--- config.mk ---
export PLATFORM = sky130hd
export DESIGN_NAME = demux_1ton_param_flat
export DESIGN_NICKNAME = d
export VERILOG_FILES = /design/src/rtl/demux_1ton_param_if.sv /design/src/rtl/demux_1ton_param.sv /design/src/flat_wrapper.sv
export SDC_FILE = /design/constraint.sdc
export NUM_CORES = 1
export LEC_CHECK = 0
export ABC_AREA = 1
export BUFFER_PORTS_ARGS = -buffer_cell sky130_fd_sc_hd__buf_2
export CAP_MARGIN = 5
export CORE_UTILIZATION = 50
export CTS_CLUSTER_SIZE = 14
export DETAILED_ROUTE_END_ITERATION = 16
export PLACE_DENSITY = 0.85
export SYNTH_ARGS = -nofsm -noshare
export SYNTH_HDL_FRONTEND = slang
export SYNTH_SLANG_ARGS = --single-unit
--- constraint.sdc ---
create_clock -name clk -period 1.65 [get_ports clk]
set_clock_uncertainty 0.15 [all_clocks]
set_input_delay 0.33 -clock clk [delete_from_list [all_inputs] [get_ports clk]]
set_output_delay 0.33 -clock clk [all_outputs]
set_load 0.02 [all_outputs]
--- src/rtl/demux_1ton_param_if.sv ---
// Bundle of the word-stream input and the lane outputs of the 1-to-N demultiplexer.
// The master side drives the stream; the slave side is the demux itself.
interface demux_1ton_param_if #(
  parameter int DATA_W  = 8,
  parameter int N_LANES = 4
);
  localparam int SEL_W = $clog2(N_LANES);

  logic                        valid_in;
  logic [DATA_W-1:0]           data_in;
  logic                        mode;
  logic [N_LANES-1:0]          valid_out;
  logic [N_LANES*DATA_W-1:0]   data_out;
  logic [SEL_W-1:0]            lane_ptr;
  logic                        frame_done;

  modport master (
    output valid_in, data_in, mode,
    input  valid_out, data_out, lane_ptr, frame_done
  );

  modport slave (
    input  valid_in, data_in, mode,
    output valid_out, data_out, lane_ptr, frame_done
  );
endinterface

--- src/rtl/demux_1ton_param.sv ---
// Parametrised 1-to-N word demultiplexer: round-robin forwarding to one lane per word,
// or gathering N_LANES words and releasing them on all lanes in the same cycle.
module demux_1ton_param #(
  parameter int DATA_W  = 8,
  parameter int N_LANES = 4
) (
  input logic               clk,
  input logic               reset_L,
  demux_1ton_param_if.slave bus
);
  localparam int              SEL_W = $clog2(N_LANES);
  localparam logic [SEL_W-1:0] LAST = SEL_W'(N_LANES - 1);

  logic [SEL_W-1:0]          r_lanePtr;
  logic [N_LANES-1:0]        r_validOut;
  logic [N_LANES*DATA_W-1:0] r_dataOut;
  logic [DATA_W-1:0]         r_stage [N_LANES-1];
  logic                      r_modeQ;
  logic                      r_frameDone;

  logic                      w_effMode;
  logic                      w_atLast;
  logic [SEL_W-1:0]          w_nextPtr;
  logic [N_LANES-1:0]        w_oneHot;

  // A mode request only takes effect when a new frame starts at lane 0.
  assign w_effMode = (r_lanePtr == '0) ? bus.mode : r_modeQ;
  assign w_atLast  = (r_lanePtr == LAST);
  assign w_nextPtr = w_atLast ? '0 : r_lanePtr + 1'b1;
  assign w_oneHot  = {{(N_LANES-1){1'b0}}, 1'b1} << r_lanePtr;

  always_ff @(posedge clk or negedge reset_L) begin
    if (!reset_L) begin
      r_lanePtr   <= '0;
      r_validOut  <= '0;
      r_dataOut   <= '0;
      r_modeQ     <= 1'b0;
      r_frameDone <= 1'b0;
      for (int i = 0; i < N_LANES-1; i++) r_stage[i] <= '0;
    end else begin
      r_modeQ     <= w_effMode;
      r_frameDone <= bus.valid_in && w_atLast;
      r_validOut  <= '0;
      if (bus.valid_in) begin
        r_lanePtr <= w_nextPtr;
        if (!w_effMode) begin
          r_validOut <= w_oneHot;
          for (int i = 0; i < N_LANES; i++)
            if (r_lanePtr == SEL_W'(i)) r_dataOut[i*DATA_W +: DATA_W] <= bus.data_in;
        end else if (w_atLast) begin
          // The last word bypasses staging so the whole frame leaves one cycle after it.
          r_validOut <= '1;
          for (int i = 0; i < N_LANES-1; i++) r_dataOut[i*DATA_W +: DATA_W] <= r_stage[i];
          r_dataOut[(N_LANES-1)*DATA_W +: DATA_W] <= bus.data_in;
        end else begin
          for (int i = 0; i < N_LANES-1; i++)
            if (r_lanePtr == SEL_W'(i)) r_stage[i] <= bus.data_in;
        end
      end
    end
  end

  assign bus.valid_out  = r_validOut;
  assign bus.data_out   = r_dataOut;
  assign bus.lane_ptr   = r_lanePtr;
  assign bus.frame_done = r_frameDone;
endmodule

--- src/flat_wrapper.sv ---
// flat-port wrapper written by rule: the top's interface ports become plain ports
module demux_1ton_param_flat 
#(
  parameter int DATA_W  = 8,
  parameter int N_LANES = 4
)
  (clk, reset_L, bus_valid_in, bus_data_in, bus_mode, bus_valid_out, bus_data_out, bus_lane_ptr, bus_frame_done);
  demux_1ton_param_if #(.DATA_W(DATA_W), .N_LANES(N_LANES)) bus_i ();
  input logic clk;
  input logic reset_L;
  input wire logic [$bits(bus_i.valid_in)-1:0] bus_valid_in;
  input wire logic [$bits(bus_i.data_in)-1:0] bus_data_in;
  input wire logic [$bits(bus_i.mode)-1:0] bus_mode;
  output wire logic [$bits(bus_i.valid_out)-1:0] bus_valid_out;
  output wire logic [$bits(bus_i.data_out)-1:0] bus_data_out;
  output wire logic [$bits(bus_i.lane_ptr)-1:0] bus_lane_ptr;
  output wire logic [$bits(bus_i.frame_done)-1:0] bus_frame_done;
  assign bus_i.valid_in = bus_valid_in;
  assign bus_i.data_in = bus_data_in;
  assign bus_i.mode = bus_mode;
  assign bus_valid_out = bus_i.valid_out;
  assign bus_data_out = bus_i.data_out;
  assign bus_lane_ptr = bus_i.lane_ptr;
  assign bus_frame_done = bus_i.frame_done;
  demux_1ton_param #(.DATA_W(DATA_W), .N_LANES(N_LANES)) u_core (.clk(clk), .reset_L(reset_L), .bus(bus_i));
endmodule
==> flow_summary.yaml, run 1 <==
placed_design:
  io_buffer_count: 50
  gp_congestion: 0.8395
  detailed_place_hpwl_um: 4370
clocking:
  number_of_sinks_on_the_clock_net: 63
  cts_tree: "done"
  clk_pin_slew_ns: 0.07
  clockRootBuffer: "sky130_fd_sc_hd__clkbuf_8"
  clock_tree.buffer_depth: 2
  clkLatencyLatePin_ns: 0.35
  numCtsBuffers: 9
  cts.htree.levels: 3
worst_setup_path:
  setup.worst_path.class: "reg2reg"
  worstSetupStartpoint: "u_core.bus.lane_ptr[1]"
  r2r_start: "u_core.bus.lane_ptr[1]"
  setup.worst_path.start_class: "flop"
  critical-path-max-stage-delay_ns: 0.42
  crit_path_top_delay_cell: "sky130_fd_sc_hd__dfrtp_2"
  path_cells: "inv_2 -> ha_4 -> inv_4 -> nand2_8 -> nand2_4 -> nand3_2 -> nand2_1 -> o21ai_1"
  timing.critical_path.fanout_max: 8
  critical_path_required_ns: 1.73
  data_arrival_at_the_endpoint_of_the_critical_path_ns: 1.73
  worstSetupEndpointType: "flop"
routing:
  postRouteWirelength_um: 6931
  routed_via_density: 5.265
  detailedRoute.firstPassIterationCount: 5
  route.antenna.remaining_nets: 0
  detail_routed_net_length_per_standard_cell_um: 14.94
  dr_total_vias: 2443
  dr_drc_count: 0
  iteration_0_drc_count_of_the_detailed_router: 173
sta:
  fin_setup_tns_ns: -0.002236
  fin_crit_sh_pct: 100.1
  report.final.setup_viol: 2
  max-slew-margin-rel_pct: 77.53
  tightest_slew_ns: 0.3370
  final.min_clock_period_ns: 1.652
  postLayoutSetupSlackWorst_ns: -0.002106
  finalHoldViolations: 0
  maxSlewViolCount: 0
  grt_setup_unrepaired: "true"
  fmax_ghz: 0.6053
yosys:
  synth-seq-area-share_pct: 56.25
  synth_top_cell_by_area: "sky130_fd_sc_hd__dfrtp_1"
  synth_commonest_cells: "sky130_fd_sc_hd__nand2_1, sky130_fd_sc_hd__dfrtp_1, sky130_fd_sc_hd__nand3_1"
  synth_area_mm2: 0.002803
  synth_edf_count: 0
  post-synth-top-area-fraction_pct: 56.25
  postSynth.topFlopCell: "sky130_fd_sc_hd__dfrtp_1"
  post_synth_inst_count: 315
  yosys_warnings: 0
  synthTopCellsByArea: "sky130_fd_sc_hd__dfrtp_1, sky130_fd_sc_hd__nand2_1, sky130_fd_sc_hd__nand3_1"
  async_reset_ff_share_pct: 100.0
  syn_area_per_cell_um2: 8.897
  ys_seq_elements: 63
  synth.most_common_cell: "sky130_fd_sc_hd__nand2_1"
  yosys_cell_types: 18
  synth.net_count: 332
floorplanning:
  die-height_um: 76.87
  design.core.area_mm2: 0.005238
  std_cell_rows: 26
  top_level_ports: 51
  die_width_um: 76.87
  dieArea_mm2: 0.005909
  start_util_pct: 53.51
finish:
  syn2layout_area_growth_pct: 32.54
  drive_gt1_share_pct: 30.46
  num-nets-final: 406
  antenna_cells_inserted: 0
outcome:
  violations_in_the_final_reports: "setup timing"
  status: "finished, violations left"
pwr:
  ir_drop_mv: 1.309
  p_leak_uw: 0.002019
  power.density_mw_per_mm2: 2310
  fin_total_pwr_uw: 8582
global_route:
  first_pass_grt_wire_length_um: 10350
  grt_util_all_layers_pct: 23.18
  antenna_found_initial: 0
  maximum_number_of_pins_on_one_net_before_global_route_repair: 64
  grt_pass1_vias: 2161
  grt_remaining_overflow: 0
min_path:
  hold_path.startpoint: "bus_valid_in"
  min-delay-path-class: "in2reg"
job:
  maxCapViolCount: 0
-- through the flow --
stage / hold WS [ns] / setup WS (ns) / instance area (um^2) / cells / utilization (%)
global route: 0.1283 / -0.06774 / 3715 / 464 / 70.93
floorplan: -0.1156 / 0.02438 / 2843 / 315 / -
detailed placement: 0.2156 / -0.05433 / 3228 / 437 / 61.63
global placement: 0.2096 / 0.02736 / 3228 / 437 / 61.63
CTS: 0.09620 / -0.009513 / 3522 / 457 / 67.25
finish: 0.1391 / -0.002106 / 3715 / 464 / 70.93
-- flip-flops by register name (all words and copies together), names as in the netlist --
register / count
u_core.r_modeQ: 1
u_core.bus.data_out: 32
u_core.bus.valid_out: 3
u_core.bus.frame_done: 1
u_core.bus.lane_ptr: 2
u_core.r_stage: 24
-- metal layers --
layer  wire length (um)  part of all wire (%)  vias up  GRT usage (%)
met5                  0                     0        -              0
met4                210                   3.0        0          9.808
met3                389                   5.6       22          7.143
met2               3318                    48       98          33.93
met1               3012                    43     1144          31.81
li1                   -                     -     1179              -
-- report_power, final --
part	total [uW]	switching (uW)	internal, uW
Clock	1640	597	1040
Combinational	4270	2650	1620
Sequential	2670	436	2240
Total	8580	3690	4900
-- kinds of logic (layout without fill, tap and decap cells) --
logic type	Yosys count	count (layout)	synth area share (%)
compound gates	34	34	6.071
flops	63	63	56.25
buf+inv	32	108	5.670
fa+ha+maj	5	5	2.232
simple gates	181	184	29.78
-- cell type report --
class | count | area [um^2]
Fill cell | 389 | 1523
Clock inverter | 6 | 107.6
Timing Repair Buffer | 71 | 503.0
Multi-Input combinational cell | 223 | 1216
Sequential cell | 63 | 1579
Tap cell | 70 | 87.58
Clock buffer | 10 | 137.6
Inverter | 21 | 83.83
-- layout by cell type, fill, tap and decap left out, drive strengths merged --
cell type    Yosys  layout
nand2          119     120
buf             10      68
dfrtp           63      63
nand3           60      62
o21ai           33      33
inv             21      21
clkbuf           1      12
ha               5       5
bufinv           0       3
clkinv           0       2
nor2             2       2
a21oi            1       1
clkinvlp         0       1
dlygate4sd3      0       1
-- final timing paths --
path                                                 to  slack (ns)  cells after the start
worst max-delay path                  u_core.r_stage[7]      -0.002                      8
worst min-delay path             u_core.bus.lane_ptr[0]        0.14                      2
worst max register to register        u_core.r_stage[7]      -0.002                      8
worst min register to register   u_core.bus.data_out[8]        0.32                      2
max in group asynchronous       u_core.bus.valid_out[0]        0.70                      3
min in group asynchronous            u_core.r_stage[23]        0.36                      3
-- worst max-delay path: cells and delay by family (launching register included) --
kind	cells	cell delay (ns)
compound gates	1	0.07
fa+ha+maj	1	0.18
buf+inv	2	0.16
flops	1	0.42
simple gates	4	0.54
-- timing repair --
| action | 4_1_cts | 5_1_grt |
|---|---|---|
| endpoints found under the setup margin | 25 | 48 |
| resized for setup | 3 | 19 |
| setup buffers | 1 | 4 |
| hold buffers | 1 | 0 |
| pin swaps | 3 | 6 |
| cloned | 2 | 3 |
| endpoints found under the hold margin | 63 | 0 |
(Power assumes the default switching activity.)
==> run 2: changes to the inputs <==
Settings changed: ABC_AREA 1 to default.
==> run 2 against run 1 <==
Compared with the run above:
- the run still ends with setup timing left
- clock power fell by 20%
- synthesized cell count fell by 45%
- total power fell by 8.5%
- combinational power fell by 9.8%
- routed wire length fell by 22%
- largest cell class unchanged
- sequential power barely moved
- setup slack got worse by 0.35 ns
- via count fell by 32%
- first-iteration DRC count fell by 76%
- non-clock buffer count fell by 4
- global-route usage fell by 2.0 points
- highest routed layer unchanged
==> flow_summary.yaml, run 2 <==
outcome:
  status: "finished, violations left"
  violations_in_the_final_reports: "setup timing"
clocking:
  numCtsBuffers: 9
  clkLatencyLatePin_ns: 0.34
  clockRootBuffer: "sky130_fd_sc_hd__clkbuf_8"
  cts.htree.levels: 3
  cts_tree: "done"
  number_of_sinks_on_the_clock_net: 63
  clock_tree.buffer_depth: 2
  clk_pin_slew_ns: 0.06
worst_setup_path:
  crit_path_top_delay_cell: "sky130_fd_sc_hd__dfrtp_2"
  worstSetupEndpointType: "flop"
  r2r_start: "u_core.bus.lane_ptr[0]"
  setup.worst_path.start_class: "flop"
  timing.rr.end: "u_core.bus.data_out[3]"
  critical-path-max-stage-delay_ns: 0.42
  timing.critical_path.mode_cell: "sky130_fd_sc_hd__mux2_2"
  data_arrival_at_the_endpoint_of_the_critical_path_ns: 2.08
  path_cells: "inv_4 -> ha_4 -> mux2_4 -> buf_12 -> mux2_2 -> mux2_2"
  timing.critical_path.fanout_max: 20
  setup.worst_path.class: "reg2reg"
  critical_path_required_ns: 1.73
  path_buf_inv: 2
  critical_path.top_delay_family: "multiplexers"
  reg2reg_setup_slack_ns: -0.35
  ff2ff_path_depth: 6
placed_design:
  detailed_place_hpwl_um: 3538
  gp_congestion: 0.7339
  io_buffer_count: 50
  placement.cell_area_mm2: 0.003308
pwr:
  p_leak_uw: 0.001753
  ir_drop_mv: 1.133
  power.density_mw_per_mm2: 2156
  power.internal_uw: 5154
  pwr-share-comb_pct: 49.1
  sequentialPowerShare_pct: 34.3
  clkPwrFrac_pct: 16.7
  fin_total_pwr_uw: 7851
  power.share.switching_pct: 34.36
  total_switching_power_uw: 2697
yosys:
  postSynth.topFlopCell: "sky130_fd_sc_hd__dfrtp_1"
  async_reset_ff_share_pct: 100.0
  synth_commonest_cells: "sky130_fd_sc_hd__mux2_2, sky130_fd_sc_hd__dfrtp_1, sky130_fd_sc_hd__mux2_4"
  synth_area_mm2: 0.002796
  synth_top_cell_by_area: "sky130_fd_sc_hd__dfrtp_1"
  ys_seq_elements: 63
  synth_edf_count: 0
  yosys_warnings: 0
  synth.net_count: 189
  post-synth-top-area-fraction_pct: 56.38
  synth-seq-area-share_pct: 56.38
  post_synth_inst_count: 172
  synthTopCellsByArea: "sky130_fd_sc_hd__dfrtp_1, sky130_fd_sc_hd__mux2_2, sky130_fd_sc_hd__mux2_4"
  syn_area_per_cell_um2: 16.26
  yosys_cell_types: 14
  synth.most_common_cell: "sky130_fd_sc_hd__mux2_2"
finish:
  antenna_cells_inserted: 0
  syn2layout_area_growth_pct: 30.20
  fill_cell_total_of_the_finished_layout: 371
  num-nets-final: 262
  drive_gt1_share_pct: 69.60
  layout.core_utilization_pct: 69.52
  number_of_flip_flops_under_the_largest_register_name: 32
  final_common_cell: "sky130_fd_sc_hd__dfrtp_1"
  postLayoutCellArea_mm2: 0.003641
  layout_common_cells: "sky130_fd_sc_hd__dfrtp_1, sky130_fd_sc_hd__mux2_2, sky130_fd_sc_hd__buf_2"
min_path:
  hold_path.startpoint: "bus_data_in[3]"
  hold_path_end: "u_core.r_stage[11]"
  cell_depth_of_the_worst_hold_path: 2
  min-delay-path-class: "in2reg"
sta:
  fin_crit_sh_pct: 121.3
  postLayoutSetupSlackWorst_ns: -0.3511
  maxSlewViolCount: 0
  grt_setup_unrepaired: "true"
  tightest_slew_ns: 0.3318
  final.min_clock_period_ns: 2.001
  report.final.setup_viol: 48
  finalHoldViolations: 0
  max-slew-margin-rel_pct: 77.88
  fmax_ghz: 0.4997
job:
  maxCapViolCount: 0
global_route:
  antenna_found_initial: 0
  grt_pass1_vias: 1778
  maximum_number_of_pins_on_one_net_before_global_route_repair: 64
  grt_remaining_overflow: 0
  grt_util_all_layers_pct: 21.21
  first_pass_grt_wire_length_um: 9377
routing:
  routed_via_density: 5.188
  route.antenna.remaining_nets: 0
  iteration_0_drc_count_of_the_detailed_router: 41
  dr_drc_count: 0
  detailedRoute.firstPassIterationCount: 4
  detail_routed_net_length_per_standard_cell_um: 16.88
  postRouteWirelength_um: 5402
  dr_total_vias: 1660
floorplanning:
  top_level_ports: 51
  start_util_pct: 53.39
  die_width_um: 76.79
  std_cell_rows: 26
  design.core.area_mm2: 0.005238
  dieArea_mm2: 0.005896
  die-height_um: 76.79
-- run 2: what timing repair did --
| action | in CTS | in global routing |
|---|---|---|
| endpoints found under the hold margin | 63 | 0 |
| cloned | 1 | 0 |
| gates resized for setup | 14 | 9 |
| pin swaps | 2 | 2 |
| setup endpoints to repair | 56 | 58 |
| hold buffers | 1 | 0 |
| buffers inserted | 0 | 1 |
-- run 2: metal layers --
| metal | vias to the layer above | wire (um) | GRT usage (%) |
|---|---|---|---|
| met1 | 843 | 2479 | 27.96 |
| met4 | 0 | 57 | 5.962 |
| met3 | 9 | 235 | 7.262 |
| li1 | 763 | - | - |
| met5 | - | 0 | 0 |
| met2 | 45 | 2629 | 33.21 |
-- run 2: per-stage QoR --
stage / TNS [ns] / instances / hold WS [ns] / setup WS (ns)
after floorplan: -20.88 / 172 / -0.1156 / -0.4809
after global placement: -15.48 / 302 / 0.2122 / -0.3324
after detailed placement: -16.88 / 302 / 0.2146 / -0.3746
after CTS: -14.90 / 320 / 0.1340 / -0.3488
after global routing: -17.29 / 320 / 0.1768 / -0.3966
final: -14.83 / 320 / 0.1695 / -0.3511
-- run 2: worst register-to-register path: cells and delay by family (launching register included) --
family                   cells  cell delay (ns)
flip-flops                   1             0.42
buffers and inverters        2             0.26
multiplexers                 3             0.93
adder cells (fa/ha/maj)      1             0.12
-- run 2: power groups by stage --
stage	combinational, uW	clock [uW]	sequential (uW)
floorplan	2020	0	3190
global placement	3510	0	2660
detailed placement	3620	0	2700
CTS	3800	1330	2690
global route	4120	1410	2790
finish	3850	1310	2690
-- run 2: worst max path at each step --
stage / startpoint / cells past startpoint / to / slack [ns]
floorplan: u_core.bus.lane_ptr[0] / 7 / u_core.bus.data_out[10] / -0.48
global placement: u_core.bus.lane_ptr[0] / 6 / u_core.r_stage[5] / -0.33
detailed placement: u_core.bus.lane_ptr[0] / 6 / u_core.r_stage[5] / -0.37
CTS: u_core.bus.lane_ptr[0] / 6 / u_core.bus.data_out[1] / -0.35
global route: u_core.bus.lane_ptr[0] / 6 / u_core.bus.data_out[5] / -0.40
finish: u_core.bus.lane_ptr[0] / 6 / u_core.bus.data_out[3] / -0.35
-- run 2: cells by family (layout without fill, tap and decap cells) --
group,count (synthesis),in the layout,synth area share [%]
AO/OA/AOI/OAI,2,2,0.3580
adder cells (fa/ha/maj),5,5,2.237
AND/OR/NAND/NOR,10,10,2.103
flip-flops,63,63,56.38
buffers and inverters,8,86,2.148
multiplexers,84,84,36.78
-- run 2: cell type report --
class                   instances  area [um^2]  share of cell area [%]
inverters                       3        13.76                  0.3780
clock inverters                 4        45.04                   1.237
repair buffers                 67        483.0                   13.26
well taps                      70        87.58                   2.405
clock buffers                  12        145.1                   3.986
flip-flops and latches         63         1579                   43.37
multi-input cells             101         1287                   35.36
==> run 3: changes to the inputs <==
Settings changed: CORE_MARGIN from default to 4, CORE_UTILIZATION 50 to 35, PLACE_DENSITY 0.85 to 0.65.
==> run 3 against run 2 <==
Compared with the run above:
- final area rose by 2.6%
- setup slack got worse by 0.015 ns
- total power barely moved
- cell count rose by 11%
- sequential cell count did not move
- clock power fell by 14%
- largest cell class unchanged
- worst hold slack improved by 0.0062 ns
- largest power group unchanged
- via count fell by 0.66%
- the run still ends with setup timing left
==> flow_summary.yaml, run 3 (synthesis gave the netlist of run 2 again) <==
outcome:
  status: "finished, violations left"
  violations_in_the_final_reports: "setup timing"
min_path:
  min-delay-path-class: "in2reg"
floorplanning:
  design.core.area_mm2: 0.007767
  dieArea_mm2: 0.009484
  die-height_um: 97.39
  start_util_pct: 36.00
  top_level_ports: 51
  die_width_um: 97.39
  std_cell_rows: 32
finish:
  sequential_cell_area_mm2: 0.001579
  drive_gt1_share_pct: 70.36
  number_of_flip_flops_under_the_largest_register_name: 32
  layout.core_utilization_pct: 48.12
  layout_common_cells: "sky130_fd_sc_hd__dfrtp_1, sky130_fd_sc_hd__buf_2, sky130_fd_sc_hd__mux2_2"
  fill_cell_total_of_the_finished_layout: 707
  final_common_cell: "sky130_fd_sc_hd__dfrtp_1"
  multi_input_comb_area_mm2: 0.001318
  num-nets-final: 266
  antenna_cells_inserted: 0
  syn2layout_area_growth_pct: 33.65
  post_layout_nonfiller_instances: 355
  postLayoutCellArea_mm2: 0.003737
sta:
  tightest_slew_ns: 0.4462
  grt_setup_unrepaired: "true"
  maxSlewViolCount: 0
  fmax_ghz: 0.4959
  fin_crit_sh_pct: 122.2
  final.min_clock_period_ns: 2.016
  finalHoldViolations: 0
  report.final.setup_viol: 54
  postLayoutSetupSlackWorst_ns: -0.3664
  max-slew-margin-rel_pct: 70.25
global_route:
  maximum_number_of_pins_on_one_net_before_global_route_repair: 20
  antenna_found_initial: 0
  grt_util_all_layers_pct: 12.66
  grt_pass1_vias: 1735
  first_pass_grt_wire_length_um: 9335
  grt_remaining_overflow: 0
pwr:
  power.density_mw_per_mm2: 2102
  p_leak_uw: 0.001812
  ir_drop_mv: 0.8587
worst_setup_path:
  data_arrival_at_the_endpoint_of_the_critical_path_ns: 2.09
  path_cells: "inv_4 -> ha_4 -> mux2_4 -> buf_12 -> mux2_2 -> mux2_2"
  critical_path.top_delay_family: "multiplexers"
  crit_path_top_delay_cell: "sky130_fd_sc_hd__dfrtp_2"
  path_buf_inv: 2
  setup.worst_path.start_class: "flop"
  critical-path-max-stage-delay_ns: 0.42
  timing.critical_path.mode_cell: "sky130_fd_sc_hd__mux2_2"
  setup.worst_path.class: "reg2reg"
  worstSetupEndpointType: "flop"
  timing.critical_path.fanout_max: 12
  critical_path_required_ns: 1.72
placed_design:
  place_inst: 336
  detailed_place_hpwl_um: 3909
  gp_congestion: 0.7512
  io_buffer_count: 50
  placement.cell_area_mm2: 0.003363
job:
  maxCapViolCount: 0
routing:
  postRouteWirelength_um: 5755
  iteration_0_drc_count_of_the_detailed_router: 67
  dr_drc_count: 0
  detailedRoute.firstPassIterationCount: 4
  route.antenna.remaining_nets: 0
  dr_total_vias: 1649
  detail_routed_net_length_per_standard_cell_um: 16.21
  routed_via_density: 4.645
clocking:
  number_of_sinks_on_the_clock_net: 63
  numCtsBuffers: 9
  clkLatencyLatePin_ns: 0.34
  clock_tree.buffer_depth: 2
  clockRootBuffer: "sky130_fd_sc_hd__clkbuf_8"
  clk_pin_slew_ns: 0.07
  cts_tree: "done"
  cts.htree.levels: 3
[run 3: cell types whose count changed in the layout (fill, tap and decap cells not counted), sizes merged]
| cell | change |
|---|---|
| bufinv | -1 |
| clkinvlp | +1 |
| buf | +2 |
| bufbuf | +1 |
[run 3: path summary, 6_finish.rpt]
kind | startpoint | end | slack [ns] | cells after the start
worst max register to register | u_core.bus.lane_ptr[0] | u_core.bus.data_out[23] | -0.37 | 6
max in group asynchronous | reset_L | u_core.bus.data_out[5] | 0.46 | 3
worst min register to register | u_core.bus.data_out[24] | u_core.bus.data_out[24] | 0.35 | 1
worst min-delay path | bus_data_in[0] | u_core.bus.data_out[24] | 0.18 | 2
worst max-delay path | u_core.bus.lane_ptr[0] | u_core.bus.data_out[23] | -0.37 | 6
min in group asynchronous | reset_L | u_core.r_stage[14] | 0.32 | 2
[run 3: cell type report]
| type | count | area share [%] |
|---|---|---|
| well taps | 102 | 3.415 |
| repair buffers | 71 | 14.33 |
| clock inverters | 4 | 0.6026 |
| multi-input cells | 101 | 35.25 |
| flip-flops and latches | 63 | 42.25 |
| clock buffers | 11 | 3.783 |
| inverters | 3 | 0.3683 |
[run 3: per-layer routing]
metal | GRT usage, % | routed length (um) | up-vias
met5 | 0 | 0 | -
met4 | 3.834 | 55 | 0
met3 | 4.882 | 280 | 7
met2 | 19.66 | 2721 | 38
met1 | 16.40 | 2698 | 838
li1 | - | - | 766
[run 3: worst register-to-register path: stages (launching register included)]
cell,delay [ns]
sky130_fd_sc_hd__dfrtp_2,0.42
sky130_fd_sc_hd__inv_4,0.07
sky130_fd_sc_hd__ha_4,0.13
sky130_fd_sc_hd__mux2_4,0.39
sky130_fd_sc_hd__buf_12,0.19
sky130_fd_sc_hd__mux2_2,0.29
sky130_fd_sc_hd__mux2_2,0.26
[run 3: through the flow]
step | total power [uW] | hold WS, ns | setup WS, ns | TNS, ns
4_1_cts | 7685 | 0.1595 | -0.3683 | -15.11
5_1_grt | 8353 | 0.1798 | -0.4186 | -17.58
2_1_floorplan | 5209 | -0.1156 | -0.4809 | -20.88
3_3_place_gp | 6253 | 0.1518 | -0.3627 | -15.44
6_report | 7855 | 0.1757 | -0.3664 | -14.98
3_5_place_dp | 6334 | 0.1550 | -0.3785 | -16.36
[run 3: timing repair]
| action | in CTS | in global routing |
|---|---|---|
| pin swaps | 1 | 2 |
| gates cloned | 1 | 1 |
| hold buffers | 1 | 0 |
| endpoints found under the setup margin | 58 | 54 |
| buffers inserted | 0 | 2 |
| resized for setup | 13 | 18 |
| endpoints found under the hold margin | 14 | 0 |
[run 3: report_power, final]
| part | switching, uW | leakage (uW) | total (uW) | internal [uW] |
|---|---|---|---|---|
| Combinational | 1770 | 0.000962 | 4050 | 2280 |
| Clock | 561 | 0.0000850 | 1130 | 569 |
| Sequential | 363 | 0.000765 | 2670 | 2310 |
| Total | 2700 | 0.00181 | 7860 | 5160 |
